## src/rtl/mips_ctrl_pkg.sv

```systemverilog
// Shared encodings for the multi-cycle MIPS control unit: opcode/funct values,
// controller state encoding and PC source select values.
package mips_ctrl_pkg;

    localparam logic [5:0] OP_RTYPE = 6'h00;
    localparam logic [5:0] OP_J     = 6'h02;
    localparam logic [5:0] OP_JAL   = 6'h03;
    localparam logic [5:0] OP_BEQ   = 6'h04;
    localparam logic [5:0] OP_BNE   = 6'h05;
    localparam logic [5:0] OP_LW    = 6'h23;
    localparam logic [5:0] OP_SB    = 6'h28;
    localparam logic [5:0] OP_SH    = 6'h29;
    localparam logic [5:0] OP_SW    = 6'h2B;

    localparam logic [5:0] FN_JR    = 6'h08;

    // PC source select driven onto the datapath mux
    localparam logic [1:0] PCSRC_PC4 = 2'd0;
    localparam logic [1:0] PCSRC_BR  = 2'd1;
    localparam logic [1:0] PCSRC_JMP = 2'd2;
    localparam logic [1:0] PCSRC_REG = 2'd3;

    typedef enum logic [3:0] {
        ST_IDLE   = 4'd0,
        ST_FETCH  = 4'd1,
        ST_DECODE = 4'd2,
        ST_EXEC   = 4'd3,
        ST_MEM_RD = 4'd4,
        ST_MEM_WR = 4'd5,
        ST_WB     = 4'd6,
        ST_BRANCH = 4'd7,
        ST_JUMP   = 4'd8,
        ST_ERROR  = 4'd9
    } state_t;

endpackage

```

## src/rtl/mem_wait_timer.sv

```systemverilog
// Counts consecutive cycles a memory request waits without mem_ready and
// flags a timeout on the cycle the count would reach 2**WAIT_W-1.
module mem_wait_timer #(
    parameter int WAIT_W = 4
) (
    input  logic clk,
    input  logic reset,
    input  logic clr_i,      // no request pending, or request completing
    input  logic en_i,       // request pending and not ready this cycle
    output logic timeout_o
);

    // Last count value before the limit; one more unanswered cycle is a timeout.
    localparam logic [WAIT_W-1:0] LAST = WAIT_W'((2 ** WAIT_W) - 2);

    logic [WAIT_W-1:0] cnt_q;
    logic [WAIT_W-1:0] cnt_d;

    // Next count: clear has priority over increment.
    always_comb begin
        cnt_d = cnt_q;
        if (clr_i) begin
            cnt_d = '0;
        end else if (en_i) begin
            cnt_d = cnt_q + WAIT_W'(1);
        end
    end

    // Wait-count register.
    always_ff @(posedge clk or posedge reset) begin
        if (reset) begin
            cnt_q <= '0;
        end else begin
            cnt_q <= cnt_d;
        end
    end

    assign timeout_o = en_i && (cnt_q == LAST);

endmodule

```

## src/rtl/multicycle_control_unit.sv

```systemverilog
// Multi-cycle MIPS control FSM: sequences each instruction through fetch,
// decode, execute, memory and write-back, drives the datapath enables, counts
// retired instructions and latches a sticky error on a memory timeout.
module multicycle_control_unit
    import mips_ctrl_pkg::*;
#(
    parameter int OPCODE_W = 6,
    parameter int FUNCT_W  = 6,
    parameter int WAIT_W   = 4,
    parameter int CNT_W    = 32,
    parameter logic [OPCODE_W-1:0] OP_LUI = OPCODE_W'(15)
) (
    input  logic                clk,
    input  logic                reset,
    input  logic                run,
    input  logic [OPCODE_W-1:0] opcode,
    input  logic [FUNCT_W-1:0]  funct,
    input  logic                mem_ready,
    output logic                mem_req,
    output logic                RegRead,
    output logic                RegWrite,
    output logic                MemRead,
    output logic                MemWrite,
    output logic                RegDst,
    output logic                Branch,
    output logic                MemToReg,
    output logic                IRWrite,
    output logic                PCWrite,
    output logic [1:0]          PCSrc,
    output logic                err,
    output logic [CNT_W-1:0]    retired,
    output state_t              dbg_state_o
);

    state_t             state_q;
    state_t             state_d;
    logic [CNT_W-1:0]   retired_q;
    logic [CNT_W-1:0]   retired_d;
    logic               retire;
    logic               timeout;
    logic               wait_clr;
    logic               wait_en;

    function automatic logic op_is(input logic [OPCODE_W-1:0] op, input logic [5:0] code);
        return op == OPCODE_W'(code);
    endfunction

    logic is_rtype;
    logic is_jr;
    logic is_branch;
    logic is_jtype;
    logic is_lw;
    logic is_store;

    assign is_rtype  = op_is(opcode, OP_RTYPE);
    assign is_jr     = is_rtype && (funct == FUNCT_W'(FN_JR));
    assign is_branch = op_is(opcode, OP_BEQ) || op_is(opcode, OP_BNE);
    assign is_jtype  = op_is(opcode, OP_J) || op_is(opcode, OP_JAL);
    assign is_lw     = op_is(opcode, OP_LW);
    assign is_store  = op_is(opcode, OP_SB) || op_is(opcode, OP_SH) || op_is(opcode, OP_SW);

    // The counter only runs while a request is outstanding and unanswered.
    assign wait_clr = !mem_req || mem_ready;
    assign wait_en  = mem_req && !mem_ready;

    mem_wait_timer #(
        .WAIT_W (WAIT_W)
    ) u_wait (
        .clk       (clk),
        .reset     (reset),
        .clr_i     (wait_clr),
        .en_i      (wait_en),
        .timeout_o (timeout)
    );

    // Next-state and datapath enables, decoded from state (plus mem_ready in memory states).
    always_comb begin
        state_d  = state_q;
        retire   = 1'b0;
        mem_req  = 1'b0;
        RegRead  = 1'b0;
        RegWrite = 1'b0;
        MemRead  = 1'b0;
        MemWrite = 1'b0;
        RegDst   = 1'b0;
        Branch   = 1'b0;
        MemToReg = 1'b0;
        IRWrite  = 1'b0;
        PCWrite  = 1'b0;
        PCSrc    = PCSRC_PC4;
        err      = 1'b0;
        case (state_q)
            ST_IDLE: begin
                if (run) state_d = ST_FETCH;
            end
            ST_FETCH: begin
                mem_req = 1'b1;
                MemRead = 1'b1;
                if (mem_ready) begin
                    IRWrite = 1'b1;
                    PCWrite = 1'b1;
                    PCSrc   = PCSRC_PC4;
                    state_d = ST_DECODE;
                end else if (timeout) begin
                    state_d = ST_ERROR;
                end
            end
            ST_DECODE: begin
                RegRead = (opcode != OP_LUI);
                if (is_jr || is_jtype)  state_d = ST_JUMP;
                else if (is_branch)     state_d = ST_BRANCH;
                else                    state_d = ST_EXEC;
            end
            ST_EXEC: begin
                if (is_lw)          state_d = ST_MEM_RD;
                else if (is_store)  state_d = ST_MEM_WR;
                else                state_d = ST_WB;
            end
            ST_MEM_RD: begin
                mem_req = 1'b1;
                MemRead = 1'b1;
                if (mem_ready)     state_d = ST_WB;
                else if (timeout)  state_d = ST_ERROR;
            end
            ST_MEM_WR: begin
                mem_req  = 1'b1;
                MemWrite = 1'b1;
                RegRead  = 1'b1;
                if (mem_ready)     retire  = 1'b1;
                else if (timeout)  state_d = ST_ERROR;
            end
            ST_WB: begin
                RegWrite = 1'b1;
                RegDst   = is_rtype;
                MemToReg = is_lw;
                retire   = 1'b1;
            end
            ST_BRANCH: begin
                Branch = 1'b1;
                PCSrc  = PCSRC_BR;
                retire = 1'b1;
            end
            ST_JUMP: begin
                PCWrite  = 1'b1;
                PCSrc    = is_jr ? PCSRC_REG : PCSRC_JMP;
                RegWrite = op_is(opcode, OP_JAL);
                retire   = 1'b1;
            end
            ST_ERROR: begin
                err = 1'b1;
            end
            default: begin
                state_d = ST_IDLE;
            end
        endcase
        // Instruction boundary: run decides whether to keep fetching.
        if (retire) state_d = run ? ST_FETCH : ST_IDLE;
    end

    // Retired-instruction count, wrapping modulo 2**CNT_W.
    always_comb begin
        retired_d = retired_q;
        if (retire) retired_d = retired_q + CNT_W'(1);
    end

    // State and counter registers.
    always_ff @(posedge clk or posedge reset) begin
        if (reset) begin
            state_q   <= ST_IDLE;
            retired_q <= '0;
        end else begin
            state_q   <= state_d;
            retired_q <= retired_d;
        end
    end

    assign retired     = retired_q;
    assign dbg_state_o = state_q;

endmodule

```

## config.mk

```make
export PLATFORM = sky130hd
export DESIGN_NAME = multicycle_control_unit
export DESIGN_NICKNAME = d
export VERILOG_FILES = /design/src/rtl/mips_ctrl_pkg.sv /design/src/rtl/mem_wait_timer.sv /design/src/rtl/multicycle_control_unit.sv
export SDC_FILE = /design/constraint.sdc
export NUM_CORES = 1
export LEC_CHECK = 0
export BUFFER_PORTS_ARGS = -buffer_cell sky130_fd_sc_hd__clkbuf_2
export CAP_MARGIN = 20
export CORE_MARGIN = 8
export CORE_UTILIZATION = 48
export CTS_BUF_LIST = sky130_fd_sc_hd__clkbuf_8
export CTS_CLUSTER_DIAMETER = 40
export DETAILED_ROUTE_END_ITERATION = 12
export PLACE_DENSITY = 0.84
export SLEW_MARGIN = 20
export SYNTH_ARGS = -nofsm -noshare
export SYNTH_HDL_FRONTEND = slang
export SYNTH_SLANG_ARGS = --single-unit
export TNS_END_PERCENT = 1
```

## constraint.sdc

```tcl
create_clock -name clk -period 1.5 [get_ports clk]
set_input_delay 0.3 -clock clk [delete_from_list [all_inputs] [get_ports clk]]
set_output_delay 0.3 -clock clk [all_outputs]
set_load 0.05 [all_outputs]
```

# Word-level counts from Yosys, hierarchy flattened
# Index checks and enable logic that the tools add are counted.
[word_totals]
romBits = 0
memories = 0
reg_bits = 40
latchBits = 0
output_inout_bits = 49
input_bits = 16
ramBits = 0
wordCells = 76
[op_classes]
multipliers = 0
n_mux = 29
n_eq_ne = 23
shift = 0
bitwise = 0
magnitude_cmp = 0
div = 0
addsub = 2
reduce_logical = 19
[ops]
columns = ["cell", "n"]
rows = [
  ["$mux 4", 9],
  ["$add 32x1->32 const B", 1],
  ["$pmux 4 s7", 1],
  ["$eq 6x6->1 const B", 4],
  ["$eq 4x3->1 const B", 4],
  ["$eq 4x4->1 const B", 3],
  ["$eq 6x2->1 const B", 2],
  ["$eq 6x3->1 const B", 2],
  ["$mux 1", 11],
  ["$eq 4x2->1 const B", 2],
  ["$pmux 1 s2", 4],
  ["$eq 6x4->1 const B", 1],
  ["$logic_not 6->1", 1],
  ["$logic_or 1x1->1", 6],
  ["$ne 3x3->1 const B", 2],
  ["$ne 6x4->1 const B", 1],
  ["$reduce_or 3->1", 2],
  ["$add 4x1->4 const B", 1],
  ["$eq 4x1->1 const B", 1],
  ["$logic_not 4->1", 1],
  ["$mux 2", 2],
  ["$pmux 2 s2", 1],
  ["$reduce_or 4->1", 1],
  ["$logic_and 1x1->1", 3],
  ["other kinds (6)", 7],
]

# Logic depth before layout (Yosys ltp)
# Gate-level depths: netlist (run 1).
[depth]
depth_word = 9
mapped_depth = 7
ltp_nobuf = 7

# Hierarchy
# From an unflattened synthesis (run 1), not the netlist that was laid out.
[unflattened]
cells_unflattened = 221
area_unflattened_um2 = 2195.9
[by_module_without_submodules]
columns = ["mod", "cells_per_inst", "seq_area_each_um2", "area_each_um2", "n_inst"]
rows = [
  ["multicycle_control_unit", 200, 900.9, 1969.4, 1],
  ["mem_wait_timer", 21, 100.1, 226.5, 1],
]

# Worst setup path before layout (run 1)
# Ideal clock, no wire load.
[synth_timing]
path_type = "register -> output"
from = "reg state_q[0], in the netlist dbg_state_o[0]"
to = "out PCWrite"
n_path_buf = 1
stages_incl_launch_ff = 5
slack_ns = -1.943
arrival_ns = 3.143
t_required_ns = 1.200
path_cell_list = "dfrtp_1 buf_6 inv_2 nor4b_1 or2_2"
[synth_between]
elab_chain_len = 2
word_cells_on_any_way = 3
[synth_lines]
columns = ["item", "line_no", "text"]
rows = [
  ["from (decl)", "multicycle_control_unit.sv:35", "state_t state_q;"],
  ["from (signal assigned)", "multicycle_control_unit.sv:172", "state_q <= state_d;"],
  ["$eq 4x4->1 or $eq 4x1->1 (tied branches)", "multicycle_control_unit.sv:92", "case (state_q)"],
  ["$pmux 1 s2 *", "multicycle_control_unit.sv:92", ""],
  ["to (decl)", "multicycle_control_unit.sv:28", "output logic PCWrite,"],
]
# Every way passes the cells marked *; elsewhere a longest branch is shown, timed or not.

# Worst setup path in the final report (run 1)
[layout_timing]
from = "reg state_q[3], in the netlist dbg_state_o[3]"
to = "out RegRead"
[layout_between]
elab_chain_len = 2
word_cells_on_any_way = 3
[layout_lines]
columns = ["item", "line_no", "text"]
rows = [
  ["$eq 4x3->1 or $eq 4x2->1 (tied branches)", "multicycle_control_unit.sv:92", ""],
  ["$pmux 1 s2 *", "multicycle_control_unit.sv:92", ""],
  ["to (decl)", "multicycle_control_unit.sv:20", "output logic RegRead,"],
]
# Marks and branches as above.

==> metrics.md, run 1 <==
| Metric | Value |
|---|---|
| Max-slew violation count | 0 |
| Num Clock Sinks | 40 |
| Slowest cell on the critical path | dfrtp_2 |
| Die ar. | 0.00696 mm^2 |
| Fin crit share | 133% |
| Crit path DAT | 1.70 ns |
| Top cells by count, synth | dfrtp_1, nor2_1, xnor2_1 |
| Unique masters post-synth | 46 |
| Routed WL | 7710 um |
| Failing checks | setup timing |
| Detail Route Antenna Nets | 0 |
| GRT overflow | 0 |
| Global-route wire length before repair | 12400 um |
| WL/cell | 19.0 um |
| IO Count | 65 |
| Number of global-route vias before repair | 2463 |
| Slew HR | 77.4% |
| #FFs+latches synth | 40 |
| CTS tree | done |
| Post-synth EDFFs | 0 |
| Clock transition at the registers of the reported paths | 0.09 ns |
| Cell taking the most area after synthesis | dfrtp_1 |
| CP max stage delay | 0.49 ns |
| RSZ-0062 raised after global routing | true |
| Yosys warns | 0 |
| Slew @ Worst Pin | 0.335 ns |
| GPL Wtd Cong | 0.867 |
| Syn avg cell area | 9.83 um^2 |
| Setup crit start kind | flip-flop |
| Met1 Wirelength | between 2000 and 3000 um |
| CP bufs+invs | 2 |
| Max Cap Viol | 0 |
| CP max FO | 7 |
| Initial drt markers | 83 |
| IO buf count | 64 |
| Drt drc | 0 |
| Power Dens Cells | 1460 mW/mm^2 |
| Cell Rows | 24 |
| Final-report setup violation count | 50 |
| Clk_skew | roughly 0.012 ns |
| Crit Path Category | reg -> out |
| Power Total | 5350 uW |
| Post-Syn Area | ~0.0022 mm^2 |
| CTS root buffer | clkbuf_8 |
| Req. time, crit path | ~1.2 ns |
| Area after DPL | 0.00329 mm^2 |
| Fmax | ~0.50 GHz |
| Die Y | approximately 83 um |
| Top delay family on crit path | simple AND/OR/NAND/NOR gates |
| Outcome | finished with violations |
| Routed vias | approximately 2200 |
| Critical Path End Type | primary output |
| Initial antenna violation count | 0 |
| Vias/cell | between 5 and 6 |
| Share of cells above drive strength 1 | 52.7% |
| Post-route design area | roughly 0.0037 mm^2 |
| Diode count | 0 |
| Largest net degree at the start of global routing | between 40 and 50 |
| Worst Hold Class | in -> async |
| All-Layer GR Usage | 21.4% |
| CTS HTree Levels | 2 |
| CTS buffer count | 5 |
| Dpl hpwl | 4970 um |
| DRT Pass-1 Iters | 4 |
| Synthesis-to-layout area growth | 67.6% |
| Met3 Wirelength | 313 um |
| Core area | 0.00435 mm^2 |
| Layout net count | 371 |
| Leak | 0.00179 uW |
| Final setup margin | -0.498 ns |
| Highest metal used | met4 |
| Register area share after synthesis | between 40% and 50% |
| Synth area leaders | dfrtp_1, xnor2_1, xor2_1, nor2_1, nand3_1 |
| Fill count | 211 |
| Final Hold Viols | 0 |
| Clock latency on the worst-skew pair | 0.30 ns |
| Crit path time final | 2.00 ns |
| Routed wl met2 | slightly above 4000 um |
| Cells after synthesis | 222 |
| Most frequent cell after synthesis | dfrtp_1 |
| Worst vdd ir | 1.09 mV |
| Max Buffers Root-to-Sink | 2 |
| Critical path cell sequence | and2b_2 -> buf_6 -> nor3b_4 -> nand2b_4 -> buf_12 |
| Initial Util | 50.1% |
| Syn_nets | 241 |
| Die width | 83.4 um |
| Share of the synthesized area in the top cell type | 45.9% |
| Async set or reset register ratio after synthesis | 100% |
| Post-synth top flop | dfrtp_1 |
-- cell families (layout without fill, tap and decap cells) --
| kind of cell | Yosys count | count (layout) | synth area share, % |
|---|---|---|---|
| buf+inv | 14 | 145 | 3.67 |
| fa+ha+maj | 3 | 3 | 1.72 |
| flops | 40 | 40 | 45.9 |
| mux | 1 | 1 | 0.516 |
| simple gates | 112 | 112 | 29.0 |
| xor+xnor | 34 | 34 | 13.6 |
| compound gates | 18 | 18 | 5.62 |
-- per-stage QoR --
step | hold WS, ns | setup TNS (ns) | utilization, % | std cells | worst slack (ns)
final | 0.0306 | -16.27 | 84.0 | 405 | -0.498
after global routing | 0.0492 | -18.70 | 84.0 | 405 | -0.526
after CTS | 0.0352 | -14.56 | 83.0 | 405 | -0.423
after detailed placement | 0.355 | -6.63 | 75.5 | 391 | -0.384
after global placement | 0.352 | -5.29 | 75.5 | 391 | -0.358
after floorplan | 0.446 | -14.57 | - | 222 | -0.601
-- layer usage --
layer  vias to the layer above  GRT usage [%]
met5                         -              0
met4                         0           9.58
met3                        30           4.98
met2                        76           37.8
met1                      1112           23.6
li1                       1027              -
-- power by group --
group	leakage, uW	switching, uW	internal, uW	total (uW)
registers	0.000528	155	1190	1340
clock network	0.0000541	391	492	884
logic	0.00120	1680	1440	3120
total	0.00179	2230	3130	5350
-- path summary, 6_finish.rpt --
kind | depth (start not counted) | endpoint | start | slack (ns)
min in group clk | 3 | dbg_state_o[0] | run | 0.37
min reg2reg | 1 | retired[31] | retired[31] | 0.47
max reg2reg | 6 | dbg_state_o[2] | dbg_state_o[1] | -0.42
max in group asynchronous | 3 | dbg_state_o[2] | reset | 1.26
max | 5 | RegRead | dbg_state_o[3] | -0.50
min | 3 | retired[15] | reset | 0.03
-- sequential cells by signal, summed over array words and instances (netlist names) --
register	count
u_wait.cnt_q	4
retired	32
dbg_state_o	4
-- worst min-delay path, delay by kind of cell --
| family | cells | cell delay (ns) |
|---|---|---|
| buffers and inverters | 3 | 0.40 |
-- cell usage in the layout (no fill, tap or decap), types with 4 or more instances in the layout --
cell type,synthesis,routed
buf_6,3,8
nor2_4,0,4
clkbuf_8,0,5
buf_12,0,15
nand2_1,17,14
nor2_1,31,27
nor3_2,4,4
clkbuf_2,0,47
nand4_1,7,7
buf_4,1,54
xor2_1,16,16
dfrtp_1,40,37
nor3_4,0,4
and3_1,4,4
xnor2_1,18,16
nand3_1,17,12
nand3_2,1,5
inv_1,7,7
-- layout make-up --
| cell class | count | area [um^2] | share of cell area, % |
|---|---|---|---|
| Inverter | 8 | 37.5 | 1.03 |
| Timing Repair Buffer | 129 | 1120 | 30.7 |
| Sequential cell | 40 | 1000 | 27.5 |
| Clock buffer | 5 | 68.8 | 1.88 |
| Multi-Input combinational cell | 168 | 1320 | 36.0 |
| Clock inverter | 3 | 42.5 | 1.16 |
| Tap cell | 52 | 65.1 | 1.78 |
-- what timing repair did --
action                                  CTS  global route
setup buffers                             6             0
gates resized for setup                  36            14
pin swaps                                17             7
hold buffers                              0             0
cloned                                    0             0
endpoints found under the setup margin   46            53
Power figures use the tool's default switching activity.
==> run 2: changes to the inputs <==
- PLACE_DENSITY: 0.84 -> 0.87
==> run 2 against run 1 <==
Against the previous run:
- the run still ends with setup timing left
- first-iteration DRC count increased to 3.7 times the previous value
- setup slack got worse by 0.025 ns
- die area unchanged
- critical path type unchanged
- largest power group unchanged
==> metrics.md, run 2 (synthesis results as in run 1) <==
| Metric | Value |
|---|---|
| IO Count | 65 (unchanged) |
| RSZ-0062 raised after global routing | true |
| Fmax | 0.494 GHz (-1.2%) |
| Final Instance Count excl. Fillers | 401 (-0.99%) |
| Crit path DAT | 1.72 ns (+0.02 ns) |
| All-Layer GR Usage | 22.0% (+0.66 points) |
| Max Cap Viol | 0 (unchanged) |
| Worst Hold Class | in -> async |
| Num Clock Sinks | 40 (unchanged) |
| Core area | 0.00435 mm^2 (unchanged) |
| Final setup margin | -0.523 ns (-0.0245 ns) |
| Cells on worst reg2reg path | 6 (unchanged) |
| Share of cells above drive strength 1 | 52.1% (-0.54 points) |
| Max reg flops | 32 (unchanged) |
| Clock transition at the registers of the reported paths | 0.08 ns (about the same) |
| Initial Util | 50.1% (unchanged) |
| Slew HR | 65.2% (-12 points) |
| Clock latency on the worst-skew pair | 0.30 ns (about the same) |
| Fin crit share | 135% (+1.6 points) |
| DRT Pass-1 Iters | 7 (+3) |
| Die Y | 83.4 um (unchanged) |
| Routed vias | 2405 (+7.1%) |
| GPL Wtd Cong | 0.883 (+1.8%) |
| Fill count | 201 (-4.7%) |
| CTS buffer count | 5 (unchanged) |
| Global-route wire length before repair | 12700 um (+2.6%) |
| Worst vdd ir | 1.30 mV (+20%) |
| Cell Rows | 24 (unchanged) |
| Dpl hpwl | 5130 um (+3.4%) |
| Post-placement worst setup slack | -0.407 ns (-0.0228 ns) |
| CP max FO | 6 (-1) |
| Max Buffers Root-to-Sink | 2 (unchanged) |
| Req. time, crit path | 1.20 ns (about the same) |
| Power Dens Cells | 1500 mW/mm^2 (+2.8%) |
| Failing checks | setup timing |
| Die width | 83.4 um (unchanged) |
| Largest net degree at the start of global routing | 41 (unchanged) |
| Hold_ws | 0.0336 ns (+0.00295 ns) |
| CP bufs+invs | 2 (unchanged) |
| Setup crit start kind | flip-flop |
| Top delay family on crit path | simple AND/OR/NAND/NOR gates |
| GR Util met3 | 5.66% (+0.68 points) |
| Final-report setup violation count | 48 (-4.0%) |
| M2 GR Usage | 39.0% (+1.2 points) |
| Drt drc | 0 (unchanged) |
| Detail Route Antenna Nets | 0 (unchanged) |
| Clk_skew | 0.00956 ns (-0.00259 ns) |
| Critical path cell sequence | and2b_2 -> buf_4 -> nor3b_4 -> nand2b_2 -> buf_12 |
| Diode count | 0 (unchanged) |
| Most Crowded Layer GR | met2 |
| # placed instances | 384 (-1.8%) |
| Max-slew violation count | 0 (unchanged) |
| Layout net count | 367 (-1.1%) |
| Crit path depth | 5 (unchanged) |
| Hold_buf cts | 0 (unchanged) |
| IO buf count | 64 (unchanged) |
| Number of global-route vias before repair | 2468 (+0.20%) |
| Initial antenna violation count | 0 (unchanged) |
| Met1 capacity usage during global routing | 23.1% (-0.51 points) |
| Final Hold Viols | 0 (unchanged) |
| CTS tree | done |
| Slowest cell on the critical path | dfrtp_2 |
| CP max stage delay | 0.48 ns (about the same) |
| Initial drt markers | 304 (+270%) |
| Critical Path End Type | primary output |
| GRT overflow | 0 (unchanged) |
| Setup_tns | -13.63 ns (+2.64 ns) |
| Crit Path Category | reg -> out |
| CTS root buffer | clkbuf_8 |
| Leak | 0.00176 uW (-1.4%) |
| CTS HTree Levels | 2 (unchanged) |
| Synthesis-to-layout area growth | 66.1% |
| WL/cell | 21.6 um (+13%) |
| Vias/cell | 6.00 (+8.2%) |
| Crit path time final | 2.02 ns (+0.0245 ns) |
| Die ar. | 0.00696 mm^2 (unchanged) |
| Outcome | finished with violations |
| Routed WL | 8640 um (+12%) |
| Slew @ Worst Pin | 0.515 ns (+0.180 ns) |
| Most frequent cells in the layout | clkbuf_2, buf_4, dfrtp_1, nor2_1 |
| Layout Utilization | 83.2% (-0.75 points) |
-- run 2: final timing paths --
kind / startpoint / end / slack (ns)
hold / removal: reset / retired[15] / 0.03
min in group clk: run / dbg_state_o[0] / 0.34
setup / recovery: dbg_state_o[3] / RegRead / -0.52
setup reg to reg: dbg_state_o[2] / dbg_state_o[2] / -0.40
max in group asynchronous: reset / dbg_state_o[0] / 1.27
hold reg to reg: retired[31] / retired[31] / 0.48
-- run 2: worst min-delay path: stages --
cell and delay (ns):
clkbuf_2 0.09, inv_1 0.09, buf_12 0.23
-- run 2: metal layers --
metal | routed length (um) | up-vias
met5 | 0 | -
li1 | - | 1016
met3 | 652 | 40
met4 | 464 | 0
met1 | 3040 | 1179
met2 | 4480 | 170
-- run 2: layout make-up --
class | instances | area, um^2 | share of cell area, %
multi-input combinational | 168 | 1320 | 36.5
timing repair buffer | 125 | 1070 | 29.7
sequential | 40 | 1000 | 27.7
clock buffer | 6 | 82.6 | 2.28
tap | 52 | 65.1 | 1.79
clock inverter | 2 | 38.8 | 1.07
inverter | 8 | 37.5 | 1.04
-- run 2: metrics by stage --
| step | instance area, um^2 | power, uW |
|---|---|---|
| final | 3620 | 5450 |
| after detailed placement | 3260 | 3920 |
| after global placement | 3260 | 3820 |
| after floorplan | 2300 | 2800 |
| after global routing | 3620 | 5630 |
| after CTS | 3510 | 5070 |
-- run 2: power breakdown --
part / switching, uW / internal [uW] / total (uW)
sequential: 171 / 1190 / 1360
combinational: 1740 / 1410 / 3150
clock: 397 / 544 / 941
total: 2310 / 3140 / 5450
-- run 2: what timing repair did --
item | 4_1_cts | 5_1_grt
resized for setup | 25 | 24
endpoints found under the setup margin | 47 | 52
pin swaps | 10 | 9
buffers inserted | 4 | 5
endpoints found under the hold margin | 0 | 0
